`config.mk`:
```
export PLATFORM = sky130hd
export DESIGN_NAME = bus_interface
export DESIGN_NICKNAME = d
export VERILOG_FILES = /design/src/rtl/bus_interface.sv
export SDC_FILE = /design/constraint.sdc
export NUM_CORES = 1
export LEC_CHECK = 0
export ABC_AREA = 1
export CAP_MARGIN = 10
export CORE_AREA = 2 2 62 64
export CTS_BUF_LIST = sky130_fd_sc_hd__clkbuf_2 sky130_fd_sc_hd__clkbuf_4 sky130_fd_sc_hd__clkbuf_8
export DETAILED_ROUTE_END_ITERATION = 10
export DIE_AREA = 0 0 64 66
export PLACE_DENSITY = 0.84
export SKIP_CTS_REPAIR_TIMING = 1
export SLEW_MARGIN = 20
export SYNTH_ARGS = -nofsm -noshare
export SYNTH_HDL_FRONTEND = slang
export SYNTH_SLANG_ARGS = --single-unit
```
`constraint.sdc`:
```
create_clock -name clk -period 1.4 [get_ports clk]
set_input_delay 0.14 -clock clk [delete_from_list [all_inputs] [get_ports clk]]
set_output_delay 0.14 -clock clk [all_outputs]
set_load 0.02 [all_outputs]
```
`src/rtl/bus_interface.sv`:
```
// Host-bus front end: synchronizes the async 8-bit bus and issues one read/write strobe per chip-select access.
// Optional feature macro BUS_ACK_EN enables bus_ack_o; when undefined the port is tied low.
module bus_interface #(
  parameter int SYNC_STAGES = 2
) (
  input  logic       clk,
  input  logic       reset_n_i,
  input  logic       bus_cs_n_i,
  input  logic       bus_rd_nwr_i,
  input  logic [3:0] bus_reg_num_i,
  input  logic       bus_bytesel_i,
  input  logic [7:0] bus_data_i,
  output logic [7:0] bus_data_o,
  output logic       bus_out_ena_o,
  output logic       write_strobe_o,
  output logic       read_strobe_o,
  output logic [3:0] reg_num_o,
  output logic       bytesel_o,
  output logic [7:0] data_o,
  input  logic [7:0] read_data_i,
  output logic       bus_ack_o
);

  typedef enum logic [1:0] {IDLE, STROBE, RDWAIT, HOLD} state_e;

  state_e                 state_q, state_d;
  logic [SYNC_STAGES-1:0] cs_sync_q, cs_sync_d;
  logic [SYNC_STAGES-1:0] sync_vld_q, sync_vld_d;
  logic                   cs_s;
  logic                   armed_q, armed_d;

  logic                   rd_nwr_in_q, rd_nwr_in_d;
  logic [3:0]             reg_num_in_q, reg_num_in_d;
  logic                   bytesel_in_q, bytesel_in_d;
  logic [7:0]             data_in_q, data_in_d;

  logic                   rd_nwr_q, rd_nwr_d;
  logic [3:0]             reg_num_q, reg_num_d;
  logic                   bytesel_q, bytesel_d;
  logic [7:0]             data_q, data_d;
  logic [7:0]             bus_data_q, bus_data_d;
  logic                   bus_out_ena_q, bus_out_ena_d;
  logic                   write_strobe_q, write_strobe_d;
  logic                   read_strobe_q, read_strobe_d;

  assign cs_s = cs_sync_q[SYNC_STAGES-1];

  always_comb begin
    cs_sync_d      = {cs_sync_q[SYNC_STAGES-2:0], bus_cs_n_i};
    sync_vld_d     = {sync_vld_q[SYNC_STAGES-2:0], 1'b1};
    rd_nwr_in_d    = bus_rd_nwr_i;
    reg_num_in_d   = bus_reg_num_i;
    bytesel_in_d   = bus_bytesel_i;
    data_in_d      = bus_data_i;
    state_d        = state_q;
    armed_d        = armed_q;
    rd_nwr_d       = rd_nwr_q;
    reg_num_d      = reg_num_q;
    bytesel_d      = bytesel_q;
    data_d         = data_q;
    bus_data_d     = bus_data_q;
    bus_out_ena_d  = bus_out_ena_q;
    write_strobe_d = 1'b0;
    read_strobe_d  = 1'b0;

    // cs_s only counts as "high" once the chain holds real pin samples, not its reset fill
    if (cs_s && (&sync_vld_q)) armed_d = 1'b1;

    case (state_q)
      IDLE: begin
        if (!cs_s && armed_q) begin
          armed_d        = 1'b0;
          rd_nwr_d       = rd_nwr_in_q;
          reg_num_d      = reg_num_in_q;
          bytesel_d      = bytesel_in_q;
          data_d         = data_in_q;
          write_strobe_d = ~rd_nwr_in_q;
          read_strobe_d  = rd_nwr_in_q;
          state_d        = STROBE;
        end
      end
      STROBE: state_d = rd_nwr_q ? RDWAIT : HOLD;
      RDWAIT: begin
        bus_data_d    = read_data_i;
        bus_out_ena_d = 1'b1;
        state_d       = HOLD;
      end
      HOLD: begin
        if (cs_s) begin
          bus_out_ena_d = 1'b0;
          state_d       = IDLE;
        end
      end
      default: state_d = IDLE;
    endcase
  end

  always_ff @(posedge clk) begin
    if (!reset_n_i) begin
      state_q        <= IDLE;
      cs_sync_q      <= '1;
      sync_vld_q     <= '0;
      armed_q        <= 1'b0;
      rd_nwr_in_q    <= 1'b0;
      reg_num_in_q   <= 4'h0;
      bytesel_in_q   <= 1'b0;
      data_in_q      <= 8'h00;
      rd_nwr_q       <= 1'b0;
      reg_num_q      <= 4'h0;
      bytesel_q      <= 1'b0;
      data_q         <= 8'h00;
      bus_data_q     <= 8'h00;
      bus_out_ena_q  <= 1'b0;
      write_strobe_q <= 1'b0;
      read_strobe_q  <= 1'b0;
    end else begin
      state_q        <= state_d;
      cs_sync_q      <= cs_sync_d;
      sync_vld_q     <= sync_vld_d;
      armed_q        <= armed_d;
      rd_nwr_in_q    <= rd_nwr_in_d;
      reg_num_in_q   <= reg_num_in_d;
      bytesel_in_q   <= bytesel_in_d;
      data_in_q      <= data_in_d;
      rd_nwr_q       <= rd_nwr_d;
      reg_num_q      <= reg_num_d;
      bytesel_q      <= bytesel_d;
      data_q         <= data_d;
      bus_data_q     <= bus_data_d;
      bus_out_ena_q  <= bus_out_ena_d;
      write_strobe_q <= write_strobe_d;
      read_strobe_q  <= read_strobe_d;
    end
  end

  assign bus_data_o     = bus_data_q;
  assign bus_out_ena_o  = bus_out_ena_q;
  assign write_strobe_o = write_strobe_q;
  assign read_strobe_o  = read_strobe_q;
  assign reg_num_o      = reg_num_q;
  assign bytesel_o      = bytesel_q;
  assign data_o         = data_q;

`ifdef BUS_ACK_EN
  logic ack_q, ack_d;

  always_comb begin
    ack_d = ack_q;
    if (state_q == STROBE && !rd_nwr_q) ack_d = 1'b1;
    else if (state_q == RDWAIT) ack_d = 1'b1;
    else if (state_q == HOLD && cs_s) ack_d = 1'b0;
  end

  always_ff @(posedge clk) begin
    if (!reset_n_i) ack_q <= 1'b0;
    else            ack_q <= ack_d;
  end

  assign bus_ack_o = ack_q;
`else
  assign bus_ack_o = 1'b0;
`endif

endmodule
```
### After elaboration in Yosys (flattened, before gate mapping)

Cells that the tools add are included.

* logic and storage cells: 43
* output and inout port bits: 25
* bits in registers: 46

* multiplexer cells: 10
* reduce and logical (&&, ||, !) cells: 10
* eq/ne operators: 5
* bitwise operators: 1

Operator list (count)
* 2-bit case mux with 4 select lines: 1
* 2-bit AND reduction: 4
* 1-bit 2-to-1 mux: 6
* 2-bit equality test (second input constant): 2
* 2-bit 2-to-1 mux: 2
* 2-bit != test (second input constant): 2
* 3-bit AND reduction: 1
* 2-bit by 1-bit equality test with 1-bit output (second input constant): 1
* 1-bit logical AND: 2
* 2-bit zero test: 1
* 1-bit case mux with 2 select lines: 1
* 2-bit nonzero test: 1
* 1-bit zero test: 1
* 1-bit inverter: 1

### Depth between registers and ports, before layout

Gate-level depths: netlist (run 1).

* depth in word-level cells: 5
* mapped depth: 8
* mapped depth without buffers: 7

### Worst setup path before layout (run 1)

Ideal clock, no wire load.

* path kind: register to register
* from: reg state_q[0]
* to: reg bytesel_q, in the netlist bytesel_o
* arrival: 1151 ps
* required time: 1286 ps
* slack: 136 ps
* stages on the path, launching flop included: 9
* library setup time: 114 ps
* buffers on the path: 1
* path through: dfxtp_1 > inv_1 > ha_1 > nand3_2 > nand2_2 > inv_2 > buf_6 > nand2_1 > o21ai_2

* word-level cells in the longest chain between the ends: 2

RTL lines
* start: declaration: RTL line 26 `state_e state_q, state_d;`
* start signal: assignment: RTL line 117 `state_q <= state_d;`
* 2-bit zero test: RTL line 69 `case (state_q)`
* 2-bit AND reduction (no line)
* end signal: assignment: RTL line 127 `bytesel_q <= bytesel_d;`
* end: declaration: RTL line 39 `logic bytesel_q, bytesel_d;`

Every way passes these cells.
A chain may end at the register's enable or synchronous reset.

### Worst setup path after layout (run 1)

* from: reg state_q[0]
* to: reg data_q[2], in the netlist data_o[2]

* word-level cells in the longest chain between the ends: 2

RTL lines
* 2-bit zero test: RTL line 69
* 2-bit AND reduction (no line)
* end signal: assignment: RTL line 128 `data_q <= data_d;`
* end: declaration: RTL line 40 `logic [7:0] data_q, data_d;`

Every way passes these cells.

==> reports/qor.tcl, run 1 <==
set qor(criticalPathCategory) {reg2reg}
set qor(max-clock-path-buffers) 2
set qor(syn_area_um2) 1643
set qor(coreArea_um2) 3551
set qor(timing.hold.worst.class) {in2reg}
set qor(timing.final.max_slew_violations) 0
set qor(power_density_nw_per_um2) 1354
set qor(drt_wl_total_um) 3174
set qor(start_util_pct) 46.26
set qor(ys_types) 20
set qor(clock_skew_ps) 11.26
set qor(chipWidth_um) 64
set qor(setup_ws_ps) 149.1
set qor(first_pass_grt_wire_length_um) 5043
set qor(detailedPlace.worstSlack_ps) -11.90
set qor(iteration_0_drc_markers) 33
set qor(h-tree-depth) 2
set qor(setup.worst_path.start_class) {flip-flop}
set qor(postSynthAreaPerCell_um2) 8.601
set qor(io_buffer_count) 48
set qor(clockRootBuffer) {sky130_fd_sc_hd__clkbuf_4}
set qor(grt_antenna_before_repair) 0
set qor(final_cells) 296
set qor(floorplan.die_area_um2) 4224
set qor(clk_latency_ps) 360
set qor(data_required_critical_path_ps) 1660
set qor(drv_cap) 0
set qor(multi_input_comb_area_um2) 520.5
set qor(detail-route-antenna-nets) 0
set qor(dp_hpwl_um) 2189
set qor(tritoncts_num_sinks) 46
set qor(crit_path_top_delay_cell) {sky130_fd_sc_hd__dfxtp_1}
set qor(chip_height_um) 66
set qor(global_route.overflow_total) 0
set qor(post_drt_wl_per_cell_um) 10.72
set qor(dr.pass1.iters) 4
set qor(postSynthRegisterBits) 46
set qor(area.growth.synth_to_final_pct) 42.27
set qor(vdd.ir_drop.worst_mv) 0.7670
set qor(placed_cells_incl_taps) 285
set qor(crit_path_max_fanout) 13
set qor(first_global_vias) 1166
set qor(path_cells) {inv_1 > ha_2 > nand3_2 > nand2_2 > inv_4 > nand2_1 > o21ai_0}
set qor(largest_net_degree_at_the_start_of_global_routing) 17
set qor(unrepaired_setup_endpoints_after_global_routing) {no}
set qor(tritoncts.num_buffers) 5
set qor(rows) 22
set qor(cts.clk_slew.worst_paths_ps) 130
set qor(crit_path_max_incr_delay_ps) 340
set qor(total_leakage_power_nw) 1.462
set qor(cts_tree) {yes}
set qor(detailed_place.area_um2) 2165
set qor(crit_arrival_ps) 1510
set qor(reg_area_um2) 920.9
set qor(fmax_mhz) 799.4
set qor(io_pins) 50
set qor(setup.worst_path.end_class) {flip-flop}
set qor(rd_place_congestion) 0.7408
set qor(diodes) 0
set qor(synth-seq-area-share_pct) 56.05
set qor(syn_inst) 191
set qor(final_core_area_utilization_pct) 65.82
set qor(layout_worst_path_cycle_share_pct) 89.35
set qor(report.final.hold_viol_count) 0
set qor(status) {finished, final reports clean}
set qor(cp_num_buf_inv) 2
set qor(num_vias) 1309
set qor(design.final.nets) 277
set qor(ratio_of_cells_with_drive_above_1_in_the_final_layout_pct) 13.31
set qor(final_design_area_no_fill_um2) 2337
set qor(grt_use_total_pct) 15.61
set qor(layout_min_cycle_time_ps) 1251
set qor(timing.critical_path.max_delay_family) {flip-flops}
set qor(drc) 0
set qor(n_fill_cell) 275
set qor(synth_nets) 221
set qor(detail_route.vias_per_cell) 4.422
set qor(finalSetupViolations) 0
set qor(synth.yosys.warnings) 0
-- cell usage in the layout, fill, tap and decap left out, types with 2 or more instances in the layout --
| cell type | n |
|---|---|
| sky130_fd_sc_hd__dfxtp_1 | 46 |
| sky130_fd_sc_hd__inv_1 | 38 |
| sky130_fd_sc_hd__nand2_1 | 34 |
| sky130_fd_sc_hd__clkdlybuf4s50_1 | 24 |
| sky130_fd_sc_hd__dlymetal6s2s_1 | 24 |
| sky130_fd_sc_hd__nor2_1 | 22 |
| sky130_fd_sc_hd__o21ai_0 | 13 |
| sky130_fd_sc_hd__buf_4 | 8 |
| sky130_fd_sc_hd__o21ai_2 | 7 |
| sky130_fd_sc_hd__clkbuf_4 | 6 |
| sky130_fd_sc_hd__a21oi_1 | 4 |
| sky130_fd_sc_hd__nand3_1 | 3 |
| sky130_fd_sc_hd__o21ai_1 | 3 |
| sky130_fd_sc_hd__ha_1 | 3 |
| sky130_fd_sc_hd__or2_2 | 2 |
| sky130_fd_sc_hd__ha_2 | 2 |
-- through the flow --
step	hold WS (ps)	power, mW	setup TNS, ps
2_1_floorplan	167.7	2.030	0
3_3_place_gp	394.8	2.351	0
3_5_place_dp	401.4	2.379	-35.25
4_1_cts	285.5	3.178	-1403
5_1_grt	282.3	3.354	0
6_report	289.4	3.165	0
-- flip-flops by register name (all words and copies together), names as in the netlist --
| name | flops |
|---|---|
| cs_sync_q | 2 |
| bus_data_o | 8 |
| read_strobe_o | 1 |
| armed_q | 1 |
| bytesel_in_q | 1 |
| rd_nwr_in_q | 1 |
| bus_out_ena_o | 1 |
| state_q | 2 |
| sync_vld_q | 2 |
| data_o | 8 |
| rd_nwr_q | 1 |
| bytesel_o | 1 |
| data_in_q | 8 |
| reg_num_o | 4 |
| reg_num_in_q | 4 |
| write_strobe_o | 1 |
-- layout make-up --
class,instances,area share (%)
flip-flops and latches,46,39.40
repair buffers,56,25.70
multi-input cells,98,22.27
inverters,40,6.531
well taps,48,2.570
clock buffers,6,1.927
clock inverters,2,1.606
-- cell usage after synthesis --
library cell               n  share of area, %
sky130_fd_sc_hd__buf_6     3               2.1
sky130_fd_sc_hd__nand2_1  34               7.8
sky130_fd_sc_hd__ha_1      5               3.8
sky130_fd_sc_hd__buf_4     1              0.46
sky130_fd_sc_hd__nand2_2   1              0.38
sky130_fd_sc_hd__o21ai_2   7               3.7
sky130_fd_sc_hd__inv_1    38               8.7
sky130_fd_sc_hd__or2_2     2              0.76
sky130_fd_sc_hd__o22ai_2   1              0.76
sky130_fd_sc_hd__o21ai_1   3              0.91
sky130_fd_sc_hd__a21oi_1   4               1.2
sky130_fd_sc_hd__conb_1    1              0.23
sky130_fd_sc_hd__buf_2     3              0.91
sky130_fd_sc_hd__nor2_1   22               5.0
sky130_fd_sc_hd__nand3_2   1              0.61
sky130_fd_sc_hd__o21ai_0  13               4.0
sky130_fd_sc_hd__dfxtp_1  46                56
sky130_fd_sc_hd__nand4_4   1               1.3
sky130_fd_sc_hd__nand3_1   3              0.91
sky130_fd_sc_hd__inv_2     2              0.46
-- worst register-to-register path: stages (launching register included) --
cell and delay, ps:
sky130_fd_sc_hd__dfxtp_1 340, sky130_fd_sc_hd__inv_1 130, sky130_fd_sc_hd__ha_2 260, sky130_fd_sc_hd__nand3_2 90, sky130_fd_sc_hd__nand2_2 120, sky130_fd_sc_hd__inv_4 90
sky130_fd_sc_hd__nand2_1 60, sky130_fd_sc_hd__o21ai_0 60
-- power breakdown --
group	leakage (nW)	total (mW)	switching, mW	internal (mW)
clock	0.0419	0.809	0.412	0.396
combinational	1.04	0.849	0.472	0.377
sequential	0.377	1.51	0.0617	1.45
total	1.46	3.16	0.946	2.22
-- worst paths after layout --
check                                    from        endpoint  slack [ps]  cells after the start
worst max-delay path               state_q[0]       data_o[2]         150                      7
worst min-delay path            bus_data_i[7]    data_in_q[7]         290                      3
worst max register to register     state_q[0]       data_o[2]         150                      7
worst min register to register    rd_nwr_in_q  write_strobe_o         410                      1
-- cell families (layout without fill, tap and decap cells) --
logic type      Yosys count  in the layout  share of synthesized area, %
simple gates             64             64                         16.76
buf+inv                  47            104                         12.57
other cells               1              1                        0.2283
compound gates           28             28                         10.59
fa+ha+maj                 5              5                         3.808
flops                    46             46                         56.05
-- per-layer routing --
layer	global-route usage [%]	share of wire [%]
met3	4.600	6.1
met1	17.02	42
met5	0	0
met2	27.73	50
met4	7.337	1.7
(Power assumes the default switching activity.)
==> inputs of run 2 (changes only) <==
--- a/config.mk
+++ b/config.mk
@@ -12,6 +12,7 @@
 export DETAILED_ROUTE_END_ITERATION = 10
 export DIE_AREA = 0 0 64 66
 export PLACE_DENSITY = 0.84
+export RECOVER_POWER = 25
 export SKIP_CTS_REPAIR_TIMING = 1
 export SLEW_MARGIN = 20
 export SYNTH_ARGS = -nofsm -noshare
==> reports/qor.tcl, run 2 (synthesized netlist as in run 1, its figures left out) <==
set qor(rd_place_congestion) 0.7408
set qor(power_density_nw_per_um2) 1356
set qor(io_buffer_count) 48
set qor(cts.clk_slew.worst_paths_ps) 130
set qor(detail_route.vias_per_cell) 4.426
set qor(detailedPlace.worstSlack_ps) -11.90
set qor(max-clock-path-buffers) 2
set qor(final_design_area_no_fill_um2) 2330
set qor(layout_worst_path_cycle_share_pct) 89.12
set qor(setup_ws_ps) 152.3
set qor(chipWidth_um) 64
set qor(drt_wl_total_um) 3170
set qor(path_cells) {inv_1 > ha_2 > nand3_2 > nand2_2 > inv_4 > nand2_1 > o21ai_0}
set qor(total_leakage_power_nw) 1.455
set qor(status) {finished, final reports clean}
set qor(tritoncts.num_buffers) 5
set qor(floorplan.die_area_um2) 4224
set qor(most_used_cells_in_the_layout_excluding_fill_and_tap_cells) {sky130_fd_sc_hd__dfxtp_1 (46), sky130_fd_sc_hd__inv_1 (38), sky130_fd_sc_hd__nand2_1 (34), sky130_fd_sc_hd__dlymetal6s2s_1 (24), sky130_fd_sc_hd__clkdlybuf4s50_1 (23)}
set qor(crit_path_max_incr_delay_ps) 340
set qor(global_route.usage.met2_pct) 27.73
set qor(unrepaired_setup_endpoints_after_global_routing) {no}
set qor(grt_use_total_pct) 15.61
set qor(post_drt_wl_per_cell_um) 10.71
set qor(most_common_cell_after_layout_fill_and_taps_aside) {sky130_fd_sc_hd__dfxtp_1}
set qor(setup.worst_path.start_class) {flip-flop}
set qor(criticalPathCategory) {reg2reg}
set qor(setup.worst_path.end_class) {flip-flop}
set qor(n_fill_cell) 275
set qor(final_cells) 296
set qor(area.growth.synth_to_final_pct) 41.81
set qor(coreArea_um2) 3551
set qor(ratio_of_cells_with_drive_above_1_in_the_final_layout_pct) 12.50
set qor(clk_latency_ps) 360
set qor(first_global_vias) 1166
set qor(crit_arrival_ps) 1510
set qor(largest_net_degree_at_the_start_of_global_routing) 17
set qor(num_vias) 1310
set qor(report.final.hold_viol_count) 0
set qor(grt.met3_usage_pct) 4.600
set qor(crit_path_top_delay_cell) {sky130_fd_sc_hd__dfxtp_1}
set qor(placed_cells_incl_taps) 285
set qor(first_pass_grt_wire_length_um) 5043
set qor(clockRootBuffer) {sky130_fd_sc_hd__clkbuf_4}
set qor(layout_min_cycle_time_ps) 1248
set qor(io_pins) 50
set qor(chip_height_um) 66
set qor(iteration_0_drc_markers) 33
set qor(dr.pass1.iters) 4
set qor(data_required_critical_path_ps) 1660
set qor(detailed_place.area_um2) 2165
set qor(h-tree-depth) 2
set qor(vdd.ir_drop.worst_mv) 0.7665
set qor(fmax_mhz) 801.5
set qor(drv_cap) 0
set qor(crit_path_max_fanout) 13
set qor(rows) 22
set qor(drc) 0
set qor(grt_most_used_layer) {met2}
set qor(timing.final.max_slew_violations) 0
set qor(diodes) 0
set qor(global_route.usage.met1_pct) 17.02
set qor(tritoncts_num_sinks) 46
set qor(timing.hold.worst.class) {in2reg}
set qor(global_route.overflow_total) 0
set qor(grt_antenna_before_repair) 0
set qor(design.final.nets) 277
set qor(clock_skew_ps) 11.85
set qor(start_util_pct) 46.26
set qor(dp_hpwl_um) 2189
set qor(detail-route-antenna-nets) 0
set qor(cts_tree) {yes}
set qor(finalSetupViolations) 0
==> run 2: cell count changes in the layout (fill, tap and decap cells not counted), sizes merged <==
cell           before  now
buf                 8    6
clkbuf              6    8
clkdlybuf4s50      24   23
dlygate4sd3         0    1
==> run 2: path summary, 6_finish.rpt <==
| check | start | to | slack (ps) | cells past startpoint |
|---|---|---|---|---|
| max | state_q[0] | data_o[2] | 150 | 7 |
| min | bus_data_i[7] | data_in_q[7] | 290 | 3 |
| max reg2reg | state_q[0] | data_o[2] | 150 | 7 |
| min reg2reg | rd_nwr_in_q | write_strobe_o | 410 | 1 |
==> run 2: layer usage <==
layer / wire length (µm) / part of all wire (%)
met5: 0 / 0
met4: 54 / 1.7
met3: 193 / 6.1
met2: 1607 / 51
met1: 1315 / 41
==> run 2: cell type report <==
type                       instances  area [µm²]  share of cell area [%]
clock buffer                       6       45.04                   1.933
clock inverter                     2       37.54                   1.611
inverter                          40       152.6                   6.552
multi-input combinational         98       520.5                   22.34
sequential                        46       920.9                   39.53
tap                               48       60.06                   2.578
timing repair buffer              56       593.1                   25.46
==> run 2: power by group <==
| group | total (mW) | internal (mW) | switching, mW |
|---|---|---|---|
| Sequential | 1.51 | 1.45 | 0.0616 |
| Combinational | 0.845 | 0.373 | 0.472 |
| Clock | 0.808 | 0.396 | 0.411 |
==> run 2: critical path, delay by kind of cell (launching register included) <==
family	cells	cell delay [ps]
compound gates	1	60
fa+ha+maj	1	260
buf+inv	2	220
flops	1	340
simple gates	3	270
==> run 2: stage by stage <==
stage               util [%]  TNS (ps)  total power [mW]  hold slack (ps)
finish                 65.61         0             3.160            290.7
global placement       60.96         0             2.351            394.8
floorplan                  -         0             2.030            167.7
CTS                    63.28     -1403             3.178            285.5
detailed placement     60.96    -35.25             2.379            401.4
global route           65.61         0             3.351            283.2
